<file path="config.mk">
export PLATFORM = sky130hd
export DESIGN_NAME = id_ex_stage
export DESIGN_NICKNAME = d
export VERILOG_FILES = /design/src/rtl/id_ex_stage.sv
export SDC_FILE = /design/constraint.sdc
export NUM_CORES = 1
export LEC_CHECK = 0
export CAP_MARGIN = 25
export CORE_UTILIZATION = 43
export DETAILED_ROUTE_END_ITERATION = 12
export PLACE_DENSITY = 0.93
export SLEW_MARGIN = 30
export SYNTH_ARGS = -nofsm -noshare
export SYNTH_HDL_FRONTEND = slang
export SYNTH_SLANG_ARGS = --single-unit
</file>
<file path="constraint.sdc">
create_clock -name CLK -period 4.46 [get_ports CLK]
set_clock_uncertainty 0.1 [all_clocks]
set_input_delay 0.892 -clock CLK [delete_from_list [all_inputs] [get_ports CLK]]
set_output_delay 0.892 -clock CLK [all_outputs]
set_load 0.005 [all_outputs]
</file>
<file path="src/rtl/id_ex_stage.sv">
// Decode-to-execute pipeline register for RISC_TOY.
// Holds the decoded instruction for the execute stage. Operands are
// forwarded from MEM/WB so the ALU inputs always carry the newest values.
// Load-use hazards against the instruction in decode are flagged here.
module id_ex_stage #(
  parameter int DW = 32,
  parameter int RW = 5
) (
  input  logic          CLK,
  input  logic          RST,
  input  logic          VALID_D,
  input  logic [3:0]    ALUOP_D,
  input  logic [DW-1:0] RD1_D,
  input  logic [DW-1:0] RD2_D,
  input  logic [DW-1:0] IMM_D,
  input  logic          BSEL_D,
  input  logic [RW-1:0] RS1_D,
  input  logic [RW-1:0] RS2_D,
  input  logic [RW-1:0] RD_D,
  input  logic          REGWRITE_D,
  input  logic          MEMREAD_D,
  input  logic          MEMWRITE_D,
  input  logic          STALL_E,
  input  logic          FLUSH_E,
  input  logic [DW-1:0] ALUOUT_M,
  input  logic [RW-1:0] RD_M,
  input  logic          REGWRITE_M,
  input  logic          MEMREAD_M,
  input  logic [DW-1:0] RESULT_W,
  input  logic [RW-1:0] RD_W,
  input  logic          REGWRITE_W,
  output logic [3:0]    ALUOP_E,
  output logic [DW-1:0] ALUSRC1,
  output logic [DW-1:0] ALUSRC2,
  output logic [DW-1:0] WDATA_E,
  output logic [RW-1:0] RD_E,
  output logic          REGWRITE_E,
  output logic          MEMREAD_E,
  output logic          MEMWRITE_E,
  output logic          VALID_E,
  output logic          LU_HAZARD
);

  // Captured operands and register indices.
  logic [DW-1:0] rd1_e;
  logic [DW-1:0] rd2_e;
  logic [DW-1:0] imm_e;
  logic          bsel_e;
  logic [RW-1:0] rs1_e;
  logic [RW-1:0] rs2_e;

  // Forwarded operand values.
  logic [DW-1:0] fwd1;
  logic [DW-1:0] fwd2;

  // The hazard unit never lets a MEM-stage load be a forwarding source,
  // so the load flag of the MEM stage plays no part in the mux selects.
  logic unused_memread_m;
  assign unused_memread_m = MEMREAD_M;

  // Register update happens on flush or when not stalled; a flush, or an
  // invalid decode slot, loads an all-zero bubble instead of the D fields.
  logic load_e;
  logic take_bubble;
  assign load_e      = FLUSH_E | ~STALL_E;
  assign take_bubble = FLUSH_E | ~VALID_D;

  // E register: async clear, flush beats stall, otherwise capture decode.
  always_ff @(posedge CLK or posedge RST) begin
    if (RST) begin
      ALUOP_E    <= '0;
      rd1_e      <= '0;
      rd2_e      <= '0;
      imm_e      <= '0;
      bsel_e     <= 1'b0;
      rs1_e      <= '0;
      rs2_e      <= '0;
      RD_E       <= '0;
      REGWRITE_E <= 1'b0;
      MEMREAD_E  <= 1'b0;
      MEMWRITE_E <= 1'b0;
      VALID_E    <= 1'b0;
    end else if (load_e) begin
      if (take_bubble) begin
        ALUOP_E    <= '0;
        rd1_e      <= '0;
        rd2_e      <= '0;
        imm_e      <= '0;
        bsel_e     <= 1'b0;
        rs1_e      <= '0;
        rs2_e      <= '0;
        RD_E       <= '0;
        REGWRITE_E <= 1'b0;
        MEMREAD_E  <= 1'b0;
        MEMWRITE_E <= 1'b0;
        VALID_E    <= 1'b0;
      end else begin
        ALUOP_E    <= ALUOP_D;
        rd1_e      <= RD1_D;
        rd2_e      <= RD2_D;
        imm_e      <= IMM_D;
        bsel_e     <= BSEL_D;
        rs1_e      <= RS1_D;
        rs2_e      <= RS2_D;
        RD_E       <= RD_D;
        REGWRITE_E <= REGWRITE_D;
        MEMREAD_E  <= MEMREAD_D;
        MEMWRITE_E <= MEMWRITE_D;
        VALID_E    <= 1'b1;
      end
    end
  end

  // Forwarding muxes: MEM beats WB, register 0 is never forwarded; live
  // during stalls so values retiring while E is held are still seen.
  always_comb begin
    fwd1 = rd1_e;
    fwd2 = rd2_e;
    if (REGWRITE_M && (RD_M != '0) && (RD_M == rs1_e))
      fwd1 = ALUOUT_M;
    else if (REGWRITE_W && (RD_W != '0) && (RD_W == rs1_e))
      fwd1 = RESULT_W;
    if (REGWRITE_M && (RD_M != '0) && (RD_M == rs2_e))
      fwd2 = ALUOUT_M;
    else if (REGWRITE_W && (RD_W != '0) && (RD_W == rs2_e))
      fwd2 = RESULT_W;
  end

  assign ALUSRC1 = fwd1;
  assign ALUSRC2 = bsel_e ? imm_e : fwd2;
  assign WDATA_E = fwd2;

  // A load in E whose destination is read by the instruction in decode.
  assign LU_HAZARD = VALID_E & MEMREAD_E & (RD_E != '0) & VALID_D &
                     ((RD_E == RS1_D) | (RD_E == RS2_D));

endmodule

</file>
Yosys cells after proc, flatten, opt, wreduce, memory -nomap -nowiden:

Index checks and enable logic that the tools add are counted.

* register bits: 120
* bits of input ports: 201
* output and inout port bits: 110
* logic and storage cells: 53

* equality and inequality tests: 6
* mux-type cells: 17
* bitwise operators: 9
* reduce and logical (&&, ||, !) cells: 9

Operators by type and width (number)
* 2-to-1 mux 32 bit: 8
* equality test 5 bit: 6
* 2-to-1 mux 5 bit: 3
* nonzero test 5 bit: 3
* logical AND 1 bit: 6
* 2-to-1 mux 1 bit: 5
* bitwise AND 1 bit: 4
* 2-to-1 mux 4 bit: 1
* bitwise OR 1 bit: 3
* NOT 1 bit: 2

Logic depth before layout (Yosys ltp):

* depth in word-level cells: 6
* depth in mapped cells: 7
* depth with buffers taken out: 5

Least setup slack after synthesis:

Ideal clock, no wire load.

* path type: input to output
* start: input RD_M[1]
* end: output ALUSRC2[10]
* data arrival time: 2.425 ns
* required time: 3.468 ns
* setup slack: 1.043 ns
* stages on the path: 7
* path buffers: 2
* cell sequence: or4_4 -> o211ai_4 -> or2_1 -> buf_6 -> buf_12 -> a31oi_4 -> mux2_2

* cells in the longest elaborated chain, start to end: 5
* elaborated cells on any way between the ends: 6
* those cells by class: eq/ne (1); mux (2); reduce/logical (3)

RTL lines
* from (decl): line 26 `input logic [RW-1:0] RD_M,`
* nonzero test 5 bit: line 123 `if (REGWRITE_M && (RD_M != '0) && (RD_M == rs2_e))`
* logical AND 1 bit: line 123
* logical AND 1 bit *: line 123
* 2-to-1 mux 32 bit *: line 123
* net WDATA_E[10]: line 35 `output logic [DW-1:0] WDATA_E,`
* 2-to-1 mux 32 bit *: line 130 `assign ALUSRC2 = bsel_e ? imm_e : fwd2;`
* to (decl): line 34 `output logic [DW-1:0] ALUSRC2,`

The timed path passes the listed nets; every way through them passes the cells marked *.

Worst setup path after layout:

* start: input RD_M[1]
* end: output ALUSRC2[1]

* cells in the longest elaborated chain, start to end: 5
* elaborated cells on any way between the ends: 6
* those cells by class: eq/ne (1); mux (2); reduce/logical (3)

RTL lines (line)
* nonzero test 5 bit: 123
* logical AND 1 bit: 123
* logical AND 1 bit *: 123
* 2-to-1 mux 32 bit *: 123
* 2-to-1 mux 32 bit *: 130

Mark *: on every way between the ends. The rest lies on a longest branch, timed or not.

==> flow_metrics.py <==
metrics = {
    "outcome": {
        "outcome": "finished, final reports clean",
    },
    "min_path": {
        "hp-class": "flop to flop",
    },
    "global_route": {
        "overflow": 0,
        "grt_pass1_wl_um": 37800,
        "grt_max_degree": 121,
        "grt_pass1_vias": 6995,
        "antenna_found_initial": 1,
        "grtUsageTotal": 0.303,
    },
    "die": {
        "row_count": 45,
        "ios": 311,
        "die_w_um": 129,
        "dieHeight_um": 129,
        "die-area_um2": 16600,
        "core_area_um2": 15400,
        "initial_utilization": 0.448,
    },
    "synthesis": {
        "yosys.area.top_type": "dfrtp_1",
        "ys.flop_type": "dfrtp_1",
        "avgSynthCellArea_um2": 11.3,
        "syn_inst": 613,
        "yosys.cell_types.count": 34,
        "syn_nets": 814,
        "ys_seq_elements": 120,
        "yosysSeqAreaShare": 0.434,
        "synthArstFlopShare": 1.00,
        "synth-edff-count": 0,
        "synth_top_area_share": 0.434,
        "synth_top_cells_by_area": "dfrtp_1 43%, a22o_1 15%, a31oi_4 9.2%",
        "synth_warnings": 0,
        "syn_area_um2": 6920,
    },
    "worst_setup_path": {
        "cp.arrival_ns": 3.40,
        "endpoint": "ALUSRC2[1]",
        "cp-end-kind": "output pin",
        "rr_worst_depth": 1,
        "rrSetupSlack_ns": 3.06,
        "worstSetupStartpointType": "input pin",
        "path_max_fanout": 8,
        "required_ns": 3.47,
        "startpoint": "RD_M[1]",
        "reg2reg_to": "bsel_e",
        "r2r_start": "bsel_e",
        "critPathKind": "input pin to output pin",
    },
    "clock_tree": {
        "cts_buffer_depth": 2,
        "numCtsBuffers": 17,
        "clk_latency_ns": 0.41,
        "clk_pin_slew_worst_paths_ns": 0.06,
        "cts.sinks": 120,
        "root_buffer": "clkbuf_16",
        "cts_tree": "done",
        "h-tree-depth": 4,
    },
    "sta": {
        "period_minus_slack_ns": 4.39,
        "rsz0062_at_grt": "false",
        "post-route-period-util": 0.984,
        "setup_viol": 0,
        "hold_viol_final": 0,
        "hold_ws_ns": 0.397,
        "fmax_mhz": 228,
        "tightestPinTransition_ns": 0.928,
        "report.final.slew_viol_count": 0,
        "relSlewSlack": 0.381,
    },
    "placed_design": {
        "io_buffers": 309,
        "dpl.hpwl_um": 17200,
        "gp_congestion": 0.880,
    },
    "layout": {
        "nFillCells": 1060,
        "drive_gt1_frac": 0.158,
        "area_delta_synth_final_pct": 62.2,
        "utilization": 0.727,
        "final_nets": 1119,
    },
    "power": {
        "p_leak_nw": 4.59,
        "power_density_nw_per_um2": 293,
        "vdd.ir_drop.worst_uv": 249,
    },
    "route": {
        "wire_per_inst_um": 21.8,
        "drtAntennaViolNets": 0,
        "dr.pass1.iters": 5,
        "drc": 0,
        "drt_wl_total_um": 24900,
        "drtIter0Drc": 498,
        "vias_per_cell": 5.83,
        "vias": 6666,
    },
    "job": {
        "max_cap_violations": 0,
    },
}
==> routing by layer <==
layer | vias up | share of wire | routed length, um | global-route usage
li1 | 2951 | - | - | -
met1 | 3254 | 0.38 | 9530 | 0.349
met2 | 400 | 0.50 | 12400 | 0.517
met3 | 61 | 0.088 | 2190 | 0.0827
met4 | 0 | 0.032 | 788 | 0.152
met5 | - | 0 | 0 | 0
==> registers in the layout, summed over array words and instances, names as in the netlist <==
| signal | flops |
|---|---|
| rd1_e | 32 |
| RD_E | 5 |
| bsel_e | 1 |
| MEMWRITE_E | 1 |
| ALUOP_E | 4 |
| rs1_e | 5 |
| rs2_e | 5 |
| MEMREAD_E | 1 |
| VALID_E | 1 |
| REGWRITE_E | 1 |
| imm_e | 32 |
| rd2_e | 32 |
==> cell type report <==
type	count	area, um^2	share of cell area
well taps	211	264	0.0235
repair buffers	348	3630	0.324
clock buffers	24	482	0.0429
diodes	1	2.50	0.000223
clock inverters	8	143	0.0127
flip-flops and latches	120	3000	0.268
multi-input cells	430	3680	0.328
inverters	1	6.26	0.000558
==> cell families (layout without fill, tap and decap cells) <==
kind of cell / Yosys count / in the layout / synth area share
flip-flops: 120 / 120 / 0.434
AO/OA/AOI/OAI: 222 / 222 / 0.301
other: 0 / 1 / 0
multiplexers: 64 / 64 / 0.0984
buffers and inverters: 63 / 381 / 0.0441
XOR/XNOR: 30 / 30 / 0.0380
AND/OR/NAND/NOR: 114 / 114 / 0.0840
==> cells in the mapped netlist, drive strengths merged (2+ instances only) <==
cell type and count:
nand4 2, nor3 34, nor2 33, clkbuf 42, a21oi 33, o211ai 2, mux2 32, buf 20
xnor2 17, o21ai 33, nand3 35, mux2i 32, a22o 119, a31oi 32, or4 4, dfrtp 120
xor2 13
==> critical path, stage by stage <==
cell and delay, ns:
clkdlybuf4s50_1 0.42, or4_4 0.58, o211ai_4 0.21, or2_4 0.24
clkbuf_16 0.22, a31oi_4 0.10, mux2_2 0.27, clkdlybuf4s50_1 0.45
==> power breakdown <==
| part | total, mW | switching (mW) | internal, mW |
|---|---|---|---|
| combinational | 0.652 | 0.260 | 0.392 |
| clock | 1.47 | 0.488 | 0.977 |
| sequential | 1.17 | 0.0351 | 1.13 |
==> per-stage QoR <==
stage	instance area [um^2]	std cells	setup WS, ns	setup TNS (ns)	total power, mW
floorplan	6920	613	0.282	0	1.41
global placement	10400	1106	0.0237	0	1.80
detailed placement	10400	1106	-0.0216	-0.0583	1.82
CTS	11100	1138	0.00461	0	3.29
global route	11200	1142	0.0110	0	3.40
finish	11200	1143	0.0695	0	3.28
==> timing repair <==
action / in CTS / in global routing
endpoints found under the setup margin: 11 / 30
setup buffers: 0 / 1
hold buffers: 0 / 0
pin swaps: 0 / 6
gates cloned: 0 / 3
resized for setup: 1 / 16
==> cell usage in the layout, fill, tap and decap left out, drive strengths merged, types with 2 or more instances in the layout <==
cell type	count
a21oi	33
a31oi	32
a22o	119
clkinv	3
dlymetal6s2s	8
clkdlybuf4s50	301
mux2i	32
xor2	13
nand3	35
or4	4
clkbuf	27
o21ai	33
bufinv	4
buf	36
nor2	33
xnor2	17
nor3	34
dfrtp	120
mux2	32
nand4	2
o211ai	2
==> worst min path at each step <==
stage	startpoint	endpoint	slack, ns	depth (start not counted)
after CTS	imm_e[6]	imm_e[6]	0.40	1
after floorplan	imm_e[0]	imm_e[0]	0.37	1
final	imm_e[24]	imm_e[24]	0.40	1
after global routing	imm_e[24]	imm_e[24]	0.41	1
after global placement	imm_e[17]	imm_e[17]	0.38	1
after detailed placement	imm_e[6]	imm_e[6]	0.39	1
Power figures use the tool's default switching activity.
